[config.mk]
export PLATFORM = sky130hd
export DESIGN_NAME = qflatten_reg
export DESIGN_NICKNAME = d
export VERILOG_FILES = /design/src/rtl/qflatten_reg.sv
export SDC_FILE = /design/constraint.sdc
export NUM_CORES = 1
export LEC_CHECK = 0
export BUFFER_PORTS_ARGS = -buffer_cell sky130_fd_sc_hd__buf_2
export CAP_MARGIN = 20
export CORE_ASPECT_RATIO = 0.9
export CORE_MARGIN = 2
export CORE_UTILIZATION = 45
export DETAILED_ROUTE_END_ITERATION = 16
export MAX_ROUTING_LAYER = met4
export PLACE_DENSITY = 0.66
export SYNTH_ARGS = -nofsm -noshare
export SYNTH_HDL_FRONTEND = slang
export SYNTH_SLANG_ARGS = --single-unit
[constraint.sdc]
create_clock -name clk -period 2.1 [get_ports clk]
set_input_delay 0.21 -clock clk [delete_from_list [all_inputs] [get_ports clk]]
set_output_delay 0.21 -clock clk [all_outputs]
set_load 0.005 [all_outputs]
[src/rtl/qflatten_reg.sv]
// Registered queue flatten: merges FLAT_LVL+1 eot levels starting at START_LVL,
// appends a per-transaction element index, output via 2-entry skid buffer.
// Optional macro QFLATTEN_REG_IDX_SAT_EN: saturating index plus idx_ovf sideband.
module qflatten_reg #(
  parameter  int TDIN      = 16,
  parameter  int DIN_LVL   = 2,
  parameter  int FLAT_LVL  = 1,
  parameter  int START_LVL = 0,
  parameter  int IDX_W     = 8,
  localparam int DOUT_LVL  = DIN_LVL - FLAT_LVL,
  localparam int TDOUT     = TDIN + IDX_W + DOUT_LVL
) (
  input  logic                    clk,
  input  logic                    rst,
  input  logic [TDIN+DIN_LVL-1:0] din_data,
  input  logic                    din_valid,
  output logic                    din_ready,
  output logic [TDOUT-1:0]        dout_data,
  output logic                    dout_valid,
  input  logic                    dout_ready
`ifdef QFLATTEN_REG_IDX_SAT_EN
  ,
  output logic                    idx_ovf
`endif
);

  localparam int EW = (DOUT_LVL > 0) ? DOUT_LVL : 1;
`ifdef QFLATTEN_REG_IDX_SAT_EN
  localparam int OW = 1;
`else
  localparam int OW = 0;
`endif
  localparam int SW = TDOUT + OW;

  if (TDIN < 1 || DIN_LVL < 1 || IDX_W < 0) begin : g_chk_basic
    $error("qflatten_reg: TDIN and DIN_LVL must be >=1, IDX_W >=0");
  end
  if (FLAT_LVL < 1 || FLAT_LVL > DIN_LVL) begin : g_chk_flat
    $error("qflatten_reg: FLAT_LVL must be in 1..DIN_LVL");
  end
  if (DOUT_LVL > 0 && (START_LVL < 0 || START_LVL + FLAT_LVL > DIN_LVL - 1)) begin : g_chk_start
    $error("qflatten_reg: START_LVL+FLAT_LVL must be <= DIN_LVL-1");
  end
  if (DOUT_LVL == 0 && START_LVL != 0) begin : g_chk_start0
    $error("qflatten_reg: START_LVL must be 0 when all levels are flattened");
  end

  logic [DIN_LVL-1:0] eot_in;
  logic [EW-1:0]      eot_out;
  logic               merged;
  logic [SW-1:0]      word, main_q, skid_q;
  logic               main_valid, skid_valid;
  logic               in_hs, out_hs;

  assign eot_in = din_data[TDIN +: DIN_LVL];

  // Levels below START_LVL pass straight, the merged group collapses to one bit,
  // levels above it shift down by FLAT_LVL.
  if (DOUT_LVL > 0) begin : g_eot
    assign merged = &eot_in[START_LVL+FLAT_LVL:START_LVL];
    always_comb begin
      eot_out = '0;
      for (int i = 0; i < DOUT_LVL; i++) begin
        if (i < START_LVL)       eot_out[i] = eot_in[i];
        else if (i == START_LVL) eot_out[i] = merged;
        else                     eot_out[i] = eot_in[i+FLAT_LVL];
      end
    end
    assign word[TDIN+IDX_W +: DOUT_LVL] = eot_out[DOUT_LVL-1:0];
  end else begin : g_no_eot
    assign merged  = 1'b0;
    assign eot_out = '0;
  end

  assign word[TDIN-1:0] = din_data[TDIN-1:0];

  if (IDX_W > 0) begin : g_idx
    logic [IDX_W-1:0] idx_cnt;
    assign word[TDIN +: IDX_W] = idx_cnt;
`ifdef QFLATTEN_REG_IDX_SAT_EN
    // sat marks that the count has already tried to pass the maximum
    logic sat;
    always_ff @(posedge clk or posedge rst) begin
      if (rst) begin
        idx_cnt <= '0;
        sat     <= 1'b0;
      end else if (in_hs) begin
        idx_cnt <= merged ? '0 : (&idx_cnt ? idx_cnt : idx_cnt + IDX_W'(1));
        sat     <= merged ? 1'b0 : (sat | (&idx_cnt));
      end
    end
    assign word[SW-1] = sat;
`else
    always_ff @(posedge clk or posedge rst) begin
      if (rst)        idx_cnt <= '0;
      else if (in_hs) idx_cnt <= merged ? '0 : idx_cnt + IDX_W'(1);
    end
`endif
  end else begin : g_no_idx
`ifdef QFLATTEN_REG_IDX_SAT_EN
    assign word[SW-1] = 1'b0;
`endif
  end

  assign din_ready  = !skid_valid && !rst;
  assign in_hs      = din_valid && din_ready;
  assign out_hs     = main_valid && dout_ready;
  assign dout_valid = main_valid;
  assign dout_data  = main_q[TDOUT-1:0];
`ifdef QFLATTEN_REG_IDX_SAT_EN
  assign idx_ovf    = main_q[SW-1];
`endif

  // Skid full implies din_ready low, so that branch never sees an input word.
  always_ff @(posedge clk or posedge rst) begin
    if (rst) begin
      main_q     <= '0;
      skid_q     <= '0;
      main_valid <= 1'b0;
      skid_valid <= 1'b0;
    end else if (skid_valid) begin
      if (out_hs) begin
        main_q     <= skid_q;
        skid_valid <= 1'b0;
      end
    end else if (!main_valid || out_hs) begin
      main_valid <= in_hs;
      if (in_hs) main_q <= word;
    end else if (in_hs) begin
      skid_q     <= word;
      skid_valid <= 1'b1;
    end
  end

endmodule
==> metrics.csv <==
stage;metric;value;unit
status;status;completed;
logic_synthesis;Synth Area in Compound Gates;4.36;%
die;IO Count;49;
grt;pin count of the biggest net entering global routing;45;
timing;Rel. slew slack;59.7;%
place;GPL Wtd Cong;0.737;
grt;vias in the first global route;1891;
layout;synth-to-layout area growth;19.6;%
routing;DRT Wirelength;5180;microns
grt;first-pass GRT wire length;9040;microns
timing;fin crit share;89.7;%
logic_synthesis;Distinct cells, synth;26;
cts;Reg clk slew, reported paths;60;ps
timing;Setup TNS;0;ps
cts;CTS Buffer Depth;2;
worst_hold_path;Hold Crit Class;in2reg;
routing;DR WL/cell;15.7;microns
cts;clock tree sinks;60;
cts;CTS tree;built;
logic_synthesis;syn avg cell area;14.1;sq um
place;Port Buffer Count;48;
job;Max Cap Viol;0;
setup_path;Crit Path Max Fanout;19;
timing;RSZ-0062 raised after global routing;false;
grt;global route overflow;0;
setup_path;kind of critical path;in2reg;
setup_path;worst endpoint required time;2310;ps
logic_synthesis;Post-Syn Nets;221;
layout;layout net count;278;
logic_synthesis;sequential area share after synthesis;53.9;%
layout;commonest non-fill, non-tap cells in the layout;dfrtp_1, mux2_2, buf_2;
layout;most common cell after layout, fill and taps aside;dfrtp_1;
die;Die Area;6840;sq um
cts;Max H-tree Level;3;
logic_synthesis;post-synthesis xor/xnor area fraction;0;%
logic_synthesis;combinational family with the most area after synthesis;multiplexers;
routing;DR vias;1755;
die;# rows;27;
timing;fmax;531;MHz
logic_synthesis;mapped cell area;2790;sq um
routing;antenna viol nets, final;0;
die;width of the die;86.9;microns
logic_synthesis;simple-gate share of the synthesized area;6.06;%
timing;Tmin final;1880;ps
logic_synthesis;Synth Area in Adders;0.449;%
logic_synthesis;flops & latches, synth;60;
routing;Initial DRC Count;94;
layout;Filler cells;517;
timing;Setup Skew;6.66;ps
timing;endpoints failing setup;0;
logic_synthesis;multiplexer area fraction after synthesis;31.8;%
timing;Least-Margin Pin Slew;601;ps
timing;final-report hold violation count;0;
cts;clock latency on the worst-skew pair;330;ps
logic_synthesis;Syn Inst Count;198;
cts;Root Driver;clkbuf_8;
pwr;Worst VDD drop;0.000420;V
layout;ant diodes;0;
routing;drt drc;0;
die;core area;6050;sq um
setup_path;Worst Setup Start Kind;input pin;
logic_synthesis;Yosys warnings;0;
setup_path;CP endpoint kind;flip-flop;
die;Initial Util;46.1;%
die;DIE HEIGHT;78.6;microns
place;DP HPWL;3560;microns
pwr;Cell Pwr Density;1370;nW/um^2
routing;First-pass DRT Iterations;4;
pwr;Lkg Pwr;1.61;nW
timing;WHS;75.1;ps
layout;layout cell share with drive strength beyond 1;55.4;%
cts;CTS buffer count;9;
timing;Final Max Tran Viols;0;
grt;GRT Total Usage;17.8;%
routing;via/cell ratio;5.32;
setup_path;worst path arrival time;2100;ps
grt;initial antenna violation count;0;
==> synth_stat cells <==
cell,number,area [sq um]
nand2_1,14,52.6
dfrtp_1,60,1500
nor3b_2,1,12.5
or3b_1,1,8.76
buf_6,1,11.3
buf_12,2,40.0
nand2b_1,2,12.5
or4_1,4,30.0
nor2_1,1,3.75
mux2i_1,1,10.0
inv_1,4,15.0
buf_2,3,15.0
or3_1,1,6.26
a21oi_4,1,16.3
o21ai_0,7,35.0
nand4b_1,1,8.76
mux2_4,20,300
clkbuf_1,4,15.0
a21oi_1,8,40.0
mux2_2,51,574
nand3_1,2,10.0
nor3_1,1,5.00
o31ai_1,4,30.0
nand4_1,2,12.5
ha_1,1,12.5
nor2b_1,1,6.26
==> through the flow <==
stage / cells / cell area [sq um] / worst slack [ps] / util [%] / power (W)
floorplan: 198 / 2790 / 261 / - / 0.00307
global placement: 315 / 3110 / 403 / 51.5 / 0.00347
detailed placement: 315 / 3110 / 374 / 51.5 / 0.00353
CTS: 330 / 3330 / 229 / 55.1 / 0.00462
global route: 330 / 3330 / 153 / 55.1 / 0.00489
finish: 330 / 3330 / 216 / 55.1 / 0.00457
==> flip-flops by register name (all words and copies together), names as in the netlist <==
signal,cells
dout_data,25
skid_valid,1
skid_q,25
dout_valid,1
g_idx.idx_cnt,8
==> worst paths after layout <==
check | slack, ps | cells after the start | startpoint | end
min in group asynchronous | 470 | 3 | rst | skid_q[7]
max in group asynchronous | 1060 | 4 | rst | skid_q[10]
max reg2reg | 370 | 4 | skid_valid | g_idx.idx_cnt[7]
min | 80 | 2 | dout_ready | skid_valid
max | 220 | 6 | rst | dout_data[16]
min reg2reg | 500 | 1 | skid_q[10] | skid_q[10]
==> layer usage <==
metal,GRT usage (%),routed length [microns],vias up,share of wire (%)
met4,8.75,97,0,1.9
met5,-,0,-,0
met1,23.2,2480,873,48
li1,-,-,826,-
met2,26.3,2430,47,47
met3,3.79,180,9,3.5
==> area by class of cell <==
type                            instances  area, sq um  area share [%]
Clock buffer                           13          179            5.37
Clock inverter                          1         30.0           0.902
Inverter                                4         15.0           0.451
Multi-Input combinational cell        124         1190            35.6
Sequential cell                        60         1500            45.1
Tap cell                               72         90.1            2.70
Timing Repair Buffer                   56          328            9.84
==> cell families after synthesis <==
kind of cell | count (synthesis)
buffers and inverters | 14
flip-flops | 60
AO/OA/AOI/OAI | 20
multiplexers | 72
AND/OR/NAND/NOR | 31
adder cells (fa/ha/maj) | 1
==> where the power goes <==
part	leakage [nW]	total [W]	internal, W	switching (W)
Clock	0.108	0.00108	0.000665	0.000414
Sequential	0.760	0.00189	0.00162	0.000270
Combinational	0.743	0.00160	0.000989	0.000609
==> worst max-delay path, stage by stage <==
cell and delay (ps):
dlygate4sd3_1 530, buf_2 170, or3b_1 460, a21oi_4 190, buf_12 210, mux2_4 320
==> what timing repair did <==
item / 4_1_cts / 5_1_grt
setup endpoints to repair: 0 / 0
hold buffers: 1 / 0
gates resized for setup: 0 / 0
hold endpoints to repair: 16 / 0
buffers inserted: 0 / 0
(Power assumes the default switching activity.)
